**config.mk**
```make
export PLATFORM = sky130hd
export DESIGN_NAME = interval_timer_ctrl
export DESIGN_NICKNAME = d
export VERILOG_FILES = /design/src/rtl/interval_timer_ctrl.sv
export SDC_FILE = /design/constraint.sdc
export NUM_CORES = 1
export LEC_CHECK = 0
export CAP_MARGIN = 20
export CORE_ASPECT_RATIO = 1.1
export CORE_MARGIN = 2
export CORE_UTILIZATION = 34
export CTS_CLUSTER_DIAMETER = 80
export DETAILED_ROUTE_END_ITERATION = 10
export GPL_TIMING_DRIVEN = 0
export PLACE_DENSITY = 0.64
export SKIP_LAST_GASP = 1
export SYNTH_ARGS = -nofsm -noshare
export SYNTH_HDL_FRONTEND = slang
export SYNTH_SLANG_ARGS = --single-unit
```
**constraint.sdc**
```tcl
create_clock -name clk -period 4.9 [get_ports clk]
set_clock_uncertainty 0.15 [all_clocks]
set_input_delay 0.98 -clock clk [delete_from_list [all_inputs] [get_ports clk]]
set_output_delay 0.98 -clock clk [all_outputs]
set_load 0.02 [all_outputs]
```
**src/rtl/interval_timer_ctrl.sv**
```systemverilog
`default_nettype none
// ============================================================================
//  Module   : interval_timer_ctrl
//  Purpose  : Sequencing controller that turns a loadable binary counter into
//             a programmable one-shot / periodic interval timer with a clock
//             prescaler and a sticky, acknowledgeable expiry interrupt.
//  Revision : 1.0 - initial release
// ============================================================================
module interval_timer_ctrl #(
  parameter int WIDTH      = 4,
  parameter int PRESCALE_W = 8
) (
  input  logic                  clk,
  input  logic                  reset,      // asynchronous, active low
  input  logic                  start,
  input  logic                  stop,
  input  logic                  mode,       // 0 = one-shot, 1 = periodic
  input  logic [WIDTH-1:0]      period,
  input  logic [PRESCALE_W-1:0] prescale,
  input  logic                  irq_ack,
  output logic                  busy,
  output logic                  irq,
  output logic                  overrun,
  output logic [WIDTH-1:0]      remaining,
  output logic                  ctr_load,
  output logic                  ctr_count,
  output logic [WIDTH-1:0]      ctr_din,
  input  logic [WIDTH-1:0]      ctr_dout,
  input  logic                  ctr_cout
);

  localparam logic [1:0] C_IDLE = 2'd0;
  localparam logic [1:0] C_LOAD = 2'd1;
  localparam logic [1:0] C_RUN  = 2'd2;

  logic [1:0]            r_state;
  logic [1:0]            w_next_state;
  logic [WIDTH-1:0]      r_load_val;   // value loaded so that expiry lands at all-ones
  logic                  r_mode;
  logic [PRESCALE_W-1:0] r_prescale;
  logic [PRESCALE_W-1:0] r_presc;
  logic                  w_start_ok;
  logic                  w_tick;
  logic                  w_expiry;

  // stop has priority over start; a coinciding stop also suppresses expiry
  assign w_start_ok = (r_state == C_IDLE) && start && !stop;
  assign w_tick     = (r_state == C_RUN) && (r_presc == r_prescale);
  assign w_expiry   = w_tick && ctr_cout && !stop;

  // State register
  always_ff @(posedge clk or negedge reset) begin
    if (!reset) r_state <= C_IDLE;
    else        r_state <= w_next_state;
  end

  // Next-state logic
  always_comb begin
    w_next_state = r_state;
    case (r_state)
      C_IDLE: if (w_start_ok) w_next_state = C_LOAD;
      C_LOAD: w_next_state = stop ? C_IDLE : C_RUN;
      C_RUN: begin
        if (stop)                     w_next_state = C_IDLE;
        else if (w_expiry && !r_mode) w_next_state = C_IDLE;
      end
      default: w_next_state = C_IDLE;
    endcase
  end

  // Output decode; counter controls are combinational so the counter acts on the same edge
  always_comb begin
    busy      = 1'b0;
    ctr_load  = 1'b0;
    ctr_count = 1'b0;
    ctr_din   = '0;
    remaining = '0;
    case (r_state)
      C_LOAD: begin
        busy      = 1'b1;
        ctr_din   = r_load_val;
        ctr_load  = !stop;
        remaining = {WIDTH{1'b1}} - ctr_dout;
      end
      C_RUN: begin
        busy      = 1'b1;
        ctr_din   = r_load_val;
        remaining = {WIDTH{1'b1}} - ctr_dout;
        if (w_tick && !stop) begin
          if (!ctr_cout)   ctr_count = 1'b1;
          else if (r_mode) ctr_load  = 1'b1;
        end
      end
      default: ;
    endcase
  end

  // Shadow registers: configuration is frozen at the accepted start
  always_ff @(posedge clk or negedge reset) begin
    if (!reset) begin
      r_load_val <= '0;
      r_mode     <= 1'b0;
      r_prescale <= '0;
    end else if (w_start_ok) begin
      r_load_val <= {WIDTH{1'b1}} - period;
      r_mode     <= mode;
      r_prescale <= prescale;
    end
  end

  // Prescaler: cleared while loading, wraps to 0 on every tick
  always_ff @(posedge clk or negedge reset) begin
    if (!reset) begin
      r_presc <= '0;
    end else if (r_state == C_LOAD) begin
      r_presc <= '0;
    end else if (r_state == C_RUN) begin
      if (w_tick) r_presc <= '0;
      else        r_presc <= r_presc + PRESCALE_W'(1);
    end
  end

  // Sticky interrupt; an ack in the expiry cycle consumes the earlier event only
  always_ff @(posedge clk or negedge reset) begin
    if (!reset) begin
      irq     <= 1'b0;
      overrun <= 1'b0;
    end else if (w_expiry) begin
      irq     <= 1'b1;
      overrun <= irq_ack ? 1'b0 : (overrun | irq);
    end else if (irq_ack) begin
      irq     <= 1'b0;
      overrun <= 1'b0;
    end
  end

endmodule
`default_nettype wire

```
======== Word-level counts from Yosys, hierarchy flattened ========
Index checks and enable logic that the tools add are counted.
cells by class
  add/sub/neg operators ................... 3
  equal/unequal tests ..................... 5
  muxes and demuxes ....................... 22
  bitwise logic cells ..................... 1
  reduce and logical (&&, ||, !) cells .... 14
operators by type and width
  operator             number
  $mux 8               3
  $mux 1               11
  $add 8x1->8 const B  1
  $eq 8x8->1           1
  $mux 2               4
  $mux 4               2
  $sub 4x4->4 const A  2
  $logic_and 1x1->1    7
  $pmux 2 s3           1
  $reduce_bool 2->1    2
  $ne 3x3->1 const B   1
  $eq 2x1->1 const B   1
  $eq 2x2->1 const B   1
  $logic_not 1->1      2
  $logic_not 2->1      1
  $ne 2x2->1 const B   1
  $pmux 1 s2           1
  $reduce_and 2->1     1
  $reduce_or 2->1      1
  $or 1x1->1           1
word-level totals
  register bits ........................... 25
  input port bits ......................... 23
  output and inout bits ................... 13
  word-level logic and storage cells ...... 52

======== Logic depth before layout (Yosys ltp) ========
Gate-level depths: netlist of run 1.
  depth in word-level cells ............... 8
  gate-level depth with buffers ........... 8
  depth with buffers taken out ............ 6

======== Worst setup path before layout of run 1 ========
Ideal clock, no wire load.
  kind .................................... input -> output
  from .................................... input stop
  to ...................................... output ctr_load
  data arrival time ....................... 1.658 ns
  required time ........................... 3.770 ns
  path slack .............................. 2.112 ns
  cell stages on the path ................. 3
  path buffers ............................ 0
  path through ............................ nor2b_1 > nand4_1 > o21ai_1
between the ends
  word-level cells in the longest chain between the ends .. 4
RTL lines
  what                 line    text
  from (decl)          16      input logic stop,
  $logic_not 1->1 (*)  82, 89
  $logic_and 1x1->1    89      if (w_tick && !stop) begin
  $mux 1               89
  $pmux 1 s2 (*)       78      case (r_state)
  to (decl)            25      output logic ctr_load,
Every way passes the cells marked *; elsewhere a longest branch is shown, timed or not.

======== Final worst setup path of run 1 ========
Same ends and word-level chain as after synthesis.

==> results by group, run 1 <==
Route
  – Number of remaining DRC errors: 0
  – Final antenna-violating net count: 0
  – Iteration-0 DRC Markers: 68
  – DR vias: 1082
  – Final WL: 3010 µm
  – DR WL/cell: 13.7 µm
  – Vias per cell: 4.92
  – Pre-antenna DRT Iters: 4

Yosys
  – FF+latch count, synth: 25
  – Avg Inst Size Synth: 10.3 µm²
  – Synth cell types: 33
  – Register area share after synthesis: 46.5%
  – Synthesis Warnings: 0
  – Synth async-reset ratio: 100%
  – Post-Syn Area: 0.00135 mm²
  – Number of flops mapped to enable cells by yosys: 0
  – Synthesized instance count: 130
  – Ys flop type: dfrtp_1
  – Syn_nets: 157

STA
  – Fin. Hold Viols: 0
  – Setup TNS Final: 0 ns
  – Fmax: 263 MHz
  – Least-Margin Pin Slew: 0.652 ns
  – Minimum clock period: 3.80 ns
  – Final worst-path cycle share: 77.6%
  – Setup-failing EPs final: 0
  – Hold slack: 0.337 ns
  – Final Max Tran Viols: 0
  – RSZ-0062 raised after global routing: no
  – Post-route setup slack: 1.10 ns
  – Worst slew margin: 56.2%

Clock tree
  – CTS max path bufs: 2
  – Hold-fix buffer count after cts: 0
  – Root buf cell: clkbuf_8
  – Cts repair resizes: 0
  – Post-CTS Setup Inserts: 0
  – CTS sink count: 25
  – Clk pin slew, worst setup/hold paths: 0.09 ns
  – Insertion delay to the later sink of the worst-skew pair: 0.27 ns
  – Total CTS buffers: 3
  – H-Tree Depth: 1
  – CTS tree: done

Power and ir drop
  – Leakage power: 0.753 nW
  – Tot Pwr: 1.02 mW
  – Pwr/cell area: 559 mW/mm²
  – Peak supply drop: 0.256 mV

Worst setup path
  – Crit Path Category: in -> out
  – Crit path cell chain: clkdlybuf4s50_1, nor2b_1, nand4_1, o21ai_1, clkdlybuf4s50_1
  – CP max FO: 5
  – Worst setup EP type: primary output
  – Slowest-stage cell, CP: clkdlybuf4s50_1
  – Critical path's largest stage delay: 0.61 ns
  – Most frequent CP cell: clkdlybuf4s50_1
  – Crit path DAT: 2.67 ns
  – Worst Path Required: 3.77 ns
  – Critical Path Source Type: input port

Job
  – Max-Cap Viols: 0

GRT
  – Initial antenna violation count: 0
  – Vias in the first global route: 1154
  – Gr usage total: 14.3%
  – First-pass GRT wire length: 5150 µm
  – GR Overflow Total: 0
  – Largest net degree at the start of global routing: 15

Place
  – IO Port Bufs: 35
  – GP Congestion: 0.721
  – Area post-placement: 0.00177 mm²
  – Pre-CTS setup slack: 1.12 ns
  – HPWL after DPL: 2350 µm

Layout
  – Final net count: 198
  – Layout Area Growth over Synthesis: 35.3%
  – # fillers: 338
  – # diodes: 0
  – Finished Cell Area: 0.00182 mm²
  – Share of cells above drive strength 1: 13.5%

Floorplanning
  – Die W: 64.0 µm
  – Std-Cell Rows: 23
  – Core area: 0.00371 mm²
  – Io pins: 36
  – Height of the die: 70.0 µm
  – Die area: 0.00448 mm²
  – Initial Util: 36.2%

Min path
  – Worst hold path class: reg -> reg

Run status
  – Status: complete, no violations
-- per-stage QoR --
step | instances | utilization (%)
after floorplan | 130 | -
after global placement | 215 | 47.4
after detailed placement | 216 | 47.8
after CTS | 220 | 49.0
after global routing | 220 | 49.0
final | 220 | 49.0
-- report_power, final --
part           internal, mW  switching, mW  total, mW  leakage (nW)
Sequential            0.291         0.0771      0.368         0.308
Clock                0.0569         0.0659      0.123        0.0255
Combinational         0.246          0.280      0.526         0.420
Total                 0.594          0.423       1.02         0.753
-- per-layer routing --
layer | share of wire [%] | GRT usage, %
met1 | 45 | 16.5
met2 | 52 | 26.3
met3 | 2.3 | 1.29
met4 | 1.1 | 6.04
met5 | 0 | 0
-- flip-flops by register name (all words and copies together) (netlist names) --
name / flops
r_mode: 1
irq: 1
r_presc: 8
r_state: 2
r_load_val: 4
overrun: 1
r_prescale: 8
-- worst max-delay path, delay by kind of cell --
family	cells	cell delay (ns)
buffers and inverters	2	1.08
AO/OA/AOI/OAI	1	0.17
AND/OR/NAND/NOR	2	0.44
-- kinds of logic after synthesis --
logic type | synth area share [%]
AND/OR/NAND/NOR | 18.0
flip-flops | 46.5
AO/OA/AOI/OAI | 12.7
buffers and inverters | 3.54
XOR/XNOR | 7.16
multiplexers | 8.37
adder cells (fa/ha/maj) | 3.72
-- Yosys cell counts, types with 2 or more instances --
| cell | n | area (µm²) |
|---|---|---|
| a21oi_1 | 5 | 25.0 |
| dfrtp_1 | 25 | 626 |
| clkbuf_1 | 2 | 7.51 |
| nor3_1 | 2 | 10.0 |
| nor4_2 | 2 | 25.0 |
| o21ai_0 | 6 | 30.0 |
| buf_2 | 2 | 10.0 |
| nor2_1 | 6 | 22.5 |
| nand3_1 | 9 | 45.0 |
| mux2_2 | 10 | 113 |
| nand2_1 | 9 | 33.8 |
| and2_1 | 4 | 25.0 |
| ha_1 | 4 | 50.1 |
| nand3b_1 | 2 | 15.0 |
| nand2b_1 | 4 | 25.0 |
| o2bb2ai_1 | 3 | 26.3 |
| xor2_1 | 11 | 96.3 |
| inv_1 | 8 | 30.0 |
| nor2b_1 | 2 | 12.5 |
-- cells in the final DEF (no fill, tap or decap), drive strengths merged --
cell type and count:
nand2b 4, a311o 1, ha 4, o21ai 8
o211ai 1, a31oi 1, xor2 11, nand2 9
inv 8, o22ai 1, nand3b 2, nand4 1
o221a 1, nor3 2, o31ai 1, nor2b 2
nor2 6, o311ai 1, clkbuf 5, and3 1
dfrtp 25, clkdlybuf4s50 35, clkinv 1, nand3 9
buf 3, nor4 2, o2bb2ai 3, a21oi 5
mux2 10, and2 5, and4 1, a31o 1
-- final timing paths --
kind | startpoint | to | slack [ns] | cells past startpoint
setup / recovery | stop | ctr_load | 1.10 | 5
hold reg to reg | r_load_val[1] | r_load_val[1] | 0.34 | 2
setup reg to reg | r_state[0] | r_prescale[4] | 2.95 | 6
min in group asynchronous | reset | irq | 0.95 | 1
hold / removal | r_load_val[1] | r_load_val[1] | 0.34 | 2
max in group asynchronous | reset | r_presc[3] | 3.13 | 2
-- final cells by class --
cell class,instances,area [µm²],area share (%)
well taps,50,62.6,3.44
flip-flops and latches,25,626,34.4
plain buffers,4,17.5,0.963
clock buffers,3,41.3,2.27
multi-input cells,93,672,36.9
repair buffers,36,365,20.1
inverters,8,30.0,1.65
clock inverters,1,5.00,0.275
Note: power is estimated with default switching activity, not from simulation.
==> inputs of run 2 (changes only) <==
Clock period 4.9 ns to 3.9 ns, I/O delays scaled along.
==> results of run 2 <==
Same layout as run 1 (identical final DEF). Status: complete, no violations.
Main changes from that run: setup slack after placement 1.12 ns -> 0.521 ns; setup slack after layout 1.10 ns -> 0.493 ns; start point of the critical path stop -> r_presc[0]; register-to-register setup slack 2.95 ns -> 1.95 ns; total power 1.02 mW -> 1.28 mW; worst IR drop on VDD 0.256 mV -> 0.322 mV
